==> config.mk <==
export PLATFORM = sky130hd
export DESIGN_NAME = serial_rom_loader
export DESIGN_NICKNAME = d
export VERILOG_FILES = /design/src/rtl/serial_rom_loader.sv
export SDC_FILE = /design/constraint.sdc
export NUM_CORES = 1
export LEC_CHECK = 0
export ABC_AREA = 1
export ABC_CLOCK_PERIOD_IN_PS = 5500
export BUFFER_PORTS_ARGS = -buffer_cell sky130_fd_sc_hd__buf_2
export CAP_MARGIN = 5
export CORE_AREA = 3 3 110 112
export DETAILED_ROUTE_END_ITERATION = 6
export DIE_AREA = 0 0 113 115
export HOLD_SLACK_MARGIN = 0.05
export PLACE_DENSITY = 0.58
export SYNTH_ARGS = -nofsm -noshare
export SYNTH_HDL_FRONTEND = slang
export SYNTH_SLANG_ARGS = --single-unit
==> constraint.sdc <==
create_clock -name clk -period 5.5 [get_ports clk]
set_clock_uncertainty 0.2 [all_clocks]
set_input_delay 0.275 -clock clk [delete_from_list [all_inputs] [get_ports clk]]
set_output_delay 0.275 -clock clk [all_outputs]
set_load 0.005 [all_outputs]
==> src/rtl/serial_rom_loader.sv <==
// Boot loader: deserialises a slow host bit stream through the external 16-bit
// shift register and writes each assembled word to instruction ROM from address 0.
module serial_rom_loader #(
    parameter int ADDR_W      = 15,
    parameter int SYNC_STAGES = 2
) (
    input  logic              clk,
    input  logic              resetb,
    input  logic              sclk_i,
    input  logic              sdata_i,
    input  logic              sload_i,
    input  logic [15:0]       shift_word_i,
    output logic              shift_in_o,
    output logic              shift_en_o,
    output logic [ADDR_W-1:0] rom_addr_o,
    output logic [15:0]       rom_data_o,
    output logic              rom_we_o,
    output logic              cpu_hold_o,
    output logic              done_o,
    output logic              error_o,
    output logic [ADDR_W:0]   word_cnt_o
);

    typedef enum logic [2:0] {
        IDLE  = 3'd0,
        LOAD  = 3'd1,
        CAPT  = 3'd2,
        WRITE = 3'd3,
        DONE  = 3'd4
    } state_t;

    localparam logic [ADDR_W-1:0] ADDR_MAX = '1;
    localparam logic [ADDR_W-1:0] ADDR_ONE = {{(ADDR_W-1){1'b0}}, 1'b1};
    localparam logic [ADDR_W:0]   CNT_ONE  = {{ADDR_W{1'b0}}, 1'b1};

    logic [SYNC_STAGES-1:0] sclk_sync;
    logic [SYNC_STAGES-1:0] sdata_sync;
    logic [SYNC_STAGES-1:0] sload_sync;
    logic                   sclk_prev;
    logic                   sload_prev;

    logic sclk_s;
    logic sdata_s;
    logic sload_s;
    logic sclk_rise;
    logic sload_rise;
    logic start_req;

    state_t     state;
    logic [3:0] bit_cnt;
    logic       last_pulse;
    logic       pending;
    logic       pending_bit;

    assign sclk_s     = sclk_sync[SYNC_STAGES-1];
    assign sdata_s    = sdata_sync[SYNC_STAGES-1];
    assign sload_s    = sload_sync[SYNC_STAGES-1];
    assign sclk_rise  = sclk_s & ~sclk_prev;
    assign sload_rise = sload_s & ~sload_prev;

    // From IDLE a held-high frame starts a session; from DONE only a fresh rise does,
    // so a session that filled the ROM cannot restart until the host drops sload.
    assign start_req = (state == IDLE) ? sload_s :
                       (state == DONE) ? sload_rise : 1'b0;

    always_ff @(posedge clk) begin
        if (!resetb) begin
            sclk_sync  <= '0;
            sdata_sync <= '0;
            sload_sync <= '0;
            sclk_prev  <= 1'b0;
            sload_prev <= 1'b0;
        end else begin
            sclk_sync  <= {sclk_sync[SYNC_STAGES-2:0], sclk_i};
            sdata_sync <= {sdata_sync[SYNC_STAGES-2:0], sdata_i};
            sload_sync <= {sload_sync[SYNC_STAGES-2:0], sload_i};
            sclk_prev  <= sclk_s;
            sload_prev <= sload_s;
        end
    end

    always_ff @(posedge clk) begin
        if (!resetb) begin
            state       <= IDLE;
            bit_cnt     <= 4'd0;
            last_pulse  <= 1'b0;
            pending     <= 1'b0;
            pending_bit <= 1'b0;
            shift_in_o  <= 1'b0;
            shift_en_o  <= 1'b0;
            rom_addr_o  <= '0;
            rom_data_o  <= 16'h0000;
            rom_we_o    <= 1'b0;
            cpu_hold_o  <= 1'b0;
            done_o      <= 1'b0;
            error_o     <= 1'b0;
            word_cnt_o  <= '0;
        end else begin
            shift_en_o <= 1'b0;
            rom_we_o   <= 1'b0;

            case (state)
                IDLE, DONE: begin
                    if (start_req) begin
                        state       <= LOAD;
                        rom_addr_o  <= '0;
                        word_cnt_o  <= '0;
                        bit_cnt     <= 4'd0;
                        last_pulse  <= 1'b0;
                        pending     <= 1'b0;
                        done_o      <= 1'b0;
                        error_o     <= 1'b0;
                        cpu_hold_o  <= 1'b1;
                    end
                end

                LOAD: begin
                    if (last_pulse) begin
                        // 16th pulse is on the wire now; the word is readable next cycle.
                        last_pulse <= 1'b0;
                        state      <= CAPT;
                        if (sclk_rise) begin
                            pending     <= 1'b1;
                            pending_bit <= sdata_s;
                        end
                    end else if (!sload_s) begin
                        state      <= DONE;
                        done_o     <= 1'b1;
                        cpu_hold_o <= 1'b0;
                        error_o    <= (bit_cnt != 4'd0) || pending;
                        pending    <= 1'b0;
                    end else if (pending || sclk_rise) begin
                        shift_en_o <= 1'b1;
                        bit_cnt    <= bit_cnt + 4'd1;
                        if (bit_cnt == 4'd15) begin
                            last_pulse <= 1'b1;
                        end
                        if (pending) begin
                            shift_in_o  <= pending_bit;
                            pending     <= sclk_rise;
                            pending_bit <= sdata_s;
                        end else begin
                            shift_in_o <= sdata_s;
                        end
                    end
                end

                CAPT: begin
                    rom_data_o <= shift_word_i;
                    rom_we_o   <= 1'b1;
                    state      <= WRITE;
                    if (sclk_rise) begin
                        pending     <= 1'b1;
                        pending_bit <= sdata_s;
                    end
                end

                WRITE: begin
                    word_cnt_o <= word_cnt_o + CNT_ONE;
                    if ((rom_addr_o == ADDR_MAX) || !sload_s) begin
                        state      <= DONE;
                        done_o     <= 1'b1;
                        cpu_hold_o <= 1'b0;
                        pending    <= 1'b0;
                    end else begin
                        rom_addr_o <= rom_addr_o + ADDR_ONE;
                        state      <= LOAD;
                        if (sclk_rise) begin
                            pending     <= 1'b1;
                            pending_bit <= sdata_s;
                        end
                    end
                end

                default: begin
                    state      <= IDLE;
                    cpu_hold_o <= 1'b0;
                end
            endcase
        end
    end

endmodule
==> metrics.yaml <==
global_routing:
  grt_max_degree: 37
  grt_pass1_wl_um: 14200
  grt_pass1_vias: 3068
  grt_util_all_layers_pct: 13.6
  antenna_found_initial: 0
  overflow: 0
route:
  ant_nets: 0
  via_count: 3219
  dr.pass1.iters: 5
  detail_route.wl_per_cell_um: 12.5
  route.detailed.drc: 0
  avgViaCountPerCell: 4.63
  dr.first_iter.drc_count: 166
  wirelength_um: 8690
worst_setup_path:
  path_cells: "buf_2, clkinv_1, nor2_1, o21ai_0, a21oi_1"
  cp_data_required_time_ns: 5.56
  crit_fanout: 36
  worstSetupStartpointType: "primary input"
  cp_slowest_cell: "clkinv_1"
  cpLargestDelayFamily: "buffers and inverters"
  path_buf_inv: 2
  path_class: "primary input to flop"
  cp_slowest_stage_delay_ns: 0.93
  critPathArrivalTime_ns: 2.69
  crit_path_end_kind: "flop"
floorplan:
  core_area_um2: 11300
  fp.dieW_um: 113
  die_area_um2: 13000
  rows: 39
  die_h_um: 115
  initial_core_util_pct: 29.7
  io_pins: 74
synthesis:
  synthTopCellsByArea: "dfxtp_1 (42%), nand2_1 (11%), inv_1 (6.6%)"
  synth-main-ff-cell: "dfxtp_1"
  synth.top_cell.area_share_pct: 42.2
  synth_edf_count: 0
  syn-cell-area_um2: 3370
  syn_inst: 463
  yosysMostFrequentCell: "nand2_1"
  yosys_warnings: 0
  synthesis.nets: 488
  synth_seq_area_share_pct: 42.2
  avgSynthCellArea_um2: 7.27
  ys_top_cells_by_count: "nand2_1 (95), dfxtp_1 (71), inv_1 (59)"
  yosys.area.top_type: "dfxtp_1"
  async_flop_share_pct: 0
  ys_types: 41
  ys_ff_latch: 71
sta:
  setup_viol: 0
  fmax_mhz: 380
  hold_viol: 0
  fin_setup_tns_ns: 0
  tightest_slew_ns: 1.16
  drv_slew: 0
  post-route-period-util_pct: 47.8
  period_needed_ns: 2.63
  max_slew_margin_pct: 22.4
  rsz0062_at_grt: "no"
cells_and_area:
  regArea_um2: 1420
  layout-area-overhead-vs-synth_pct: 28.1
  multi_input_area_um2: 1600
  num_antenna_cells: 0
  nFillCells: 1200
  finalNetCount: 572
  drive_gt1_share_pct: 22.5
place:
  portBuffers: 73
  hpwl_um: 6000
  gp_congestion: 0.818
clock_network:
  cts-htree-levels: 3
  cts_tree: "yes"
  clock_path_buffers: 2
  postCtsSetupRepairBufs: 0
  cts_hold_buffers: 15
  cts.clk_slew.worst_paths_ns: 0.05
  ctsResizeCount: 0
  clock-root-buffer: "clkbuf_16"
  cts_made_buffers: 9
  clkSinkCount: 71
  clk_latency_ns: 0.33
run_status:
  status: "complete, no violations"
pwr:
  p_total_w: 0.00125
  p_switching_w: 0.000261
  clockPowerShare_pct: 52.7
  power_density_nw_per_um2: 290
  switching_share_pct: 20.9
  p_int_w: 0.000989
  peakVddDrop_v: 0.000166
  pwr-share-comb_pct: 5.2
  seqPwrFrac_pct: 42.2
  power.leakage_nw: 1.82
flow_run:
  drv_cap: 0
worst_hold_path:
  min-delay-path-class: "primary input to flop"
-- routing by layer --
| metal | up-vias | GRT usage, % | wire (um) |
|---|---|---|---|
| li1 | 1653 | - | - |
| met1 | 1464 | 16.2 | 3900 |
| met2 | 94 | 23.8 | 4130 |
| met3 | 8 | 3.47 | 542 |
| met4 | 0 | 4.81 | 115 |
| met5 | - | 0 | 0 |
-- tightest hold or removal path: stages --
cell,delay [ns]
buf_2,0.08
o21ai_0,0.08
a21oi_1,0.12
-- logic make-up (layout without fill, tap and decap cells) --
kind of cell / Yosys count / in the layout / synth area share (%)
and+or+nand+nor: 193 / 193 / 26.0
AOI/OAI and AO/OA: 101 / 101 / 17.4
buffers and inverters: 84 / 173 / 10.3
DFF: 71 / 71 / 42.2
xor gates and xnor gates: 10 / 10 / 2.60
adders and majority gates: 4 / 4 / 1.49
-- registers in the layout, indices dropped and copies added, names as in the netlist, 2 cells and up --
register and count:
bit_cnt 4, rom_addr_o 15, rom_data_o 16, sclk_sync 2, sdata_sync 2, sload_sync 2
state 3, word_cnt_o 16
-- power by group through the flow --
stage               clock network, W  registers, W  logic (W)
floorplan                          0      0.000535  0.0000418
global placement                   0      0.000538  0.0000556
detailed placement                 0      0.000538  0.0000565
CTS                         0.000680      0.000527  0.0000652
global route                0.000697      0.000528  0.0000736
finish                      0.000658      0.000527  0.0000646
-- placed cells by master, fill, tap and decap left out, types with 2 or more instances in the layout --
cell,n
nand2_1,95
nor2_4,4
nor2_1,41
nand2_4,3
nand4_1,4
dlygate4sd3_1,15
clkbuf_16,9
buf_2,73
inv_1,59
o21bai_1,3
o21ai_0,30
nand3_1,28
inv_2,8
nor2_2,2
nand2_2,5
clkinv_2,3
nor3_1,6
xor2_1,9
o21ai_1,4
a21oi_1,44
a211oi_1,3
ha_1,4
bufinv_16,3
dfxtp_1,71
a21oi_2,9
-- worst paths after layout --
check | start | end | slack (ns) | cells past startpoint
setup / recovery | resetb | word_cnt_o[11] | 2.87 | 5
hold / removal | shift_word_i[13] | rom_data_o[13] | 0.06 | 3
setup reg to reg | state[2] | rom_data_o[9] | 3.27 | 4
hold reg to reg | sload_sync[0] | sload_sync[1] | 0.22 | 2
-- cell type report --
type / instances / share of cell area (%)
inverters: 69 / 6.03
multi-input cells: 308 / 37.1
clock inverters: 6 / 2.52
clock buffers: 10 / 5.31
repair buffers: 88 / 12.0
well taps: 143 / 4.15
flip-flops and latches: 71 / 33.0
-- metrics by stage --
stage | hold WS, ns | worst slack [ns] | utilization [%] | instances | instance area (um^2)
4_1_cts | 0.0538 | 2.86 | 38.1 | 695 | 4310
5_1_grt | 0.0796 | 2.56 | 38.1 | 695 | 4310
6_report | 0.0596 | 2.87 | 38.1 | 695 | 4310
3_3_place_gp | 0.205 | 2.58 | 33.8 | 664 | 3820
2_1_floorplan | 0.173 | 3.74 | - | 463 | 3370
3_5_place_dp | 0.217 | 2.53 | 33.8 | 664 | 3820
Note: power is estimated with default switching activity, not from simulation.
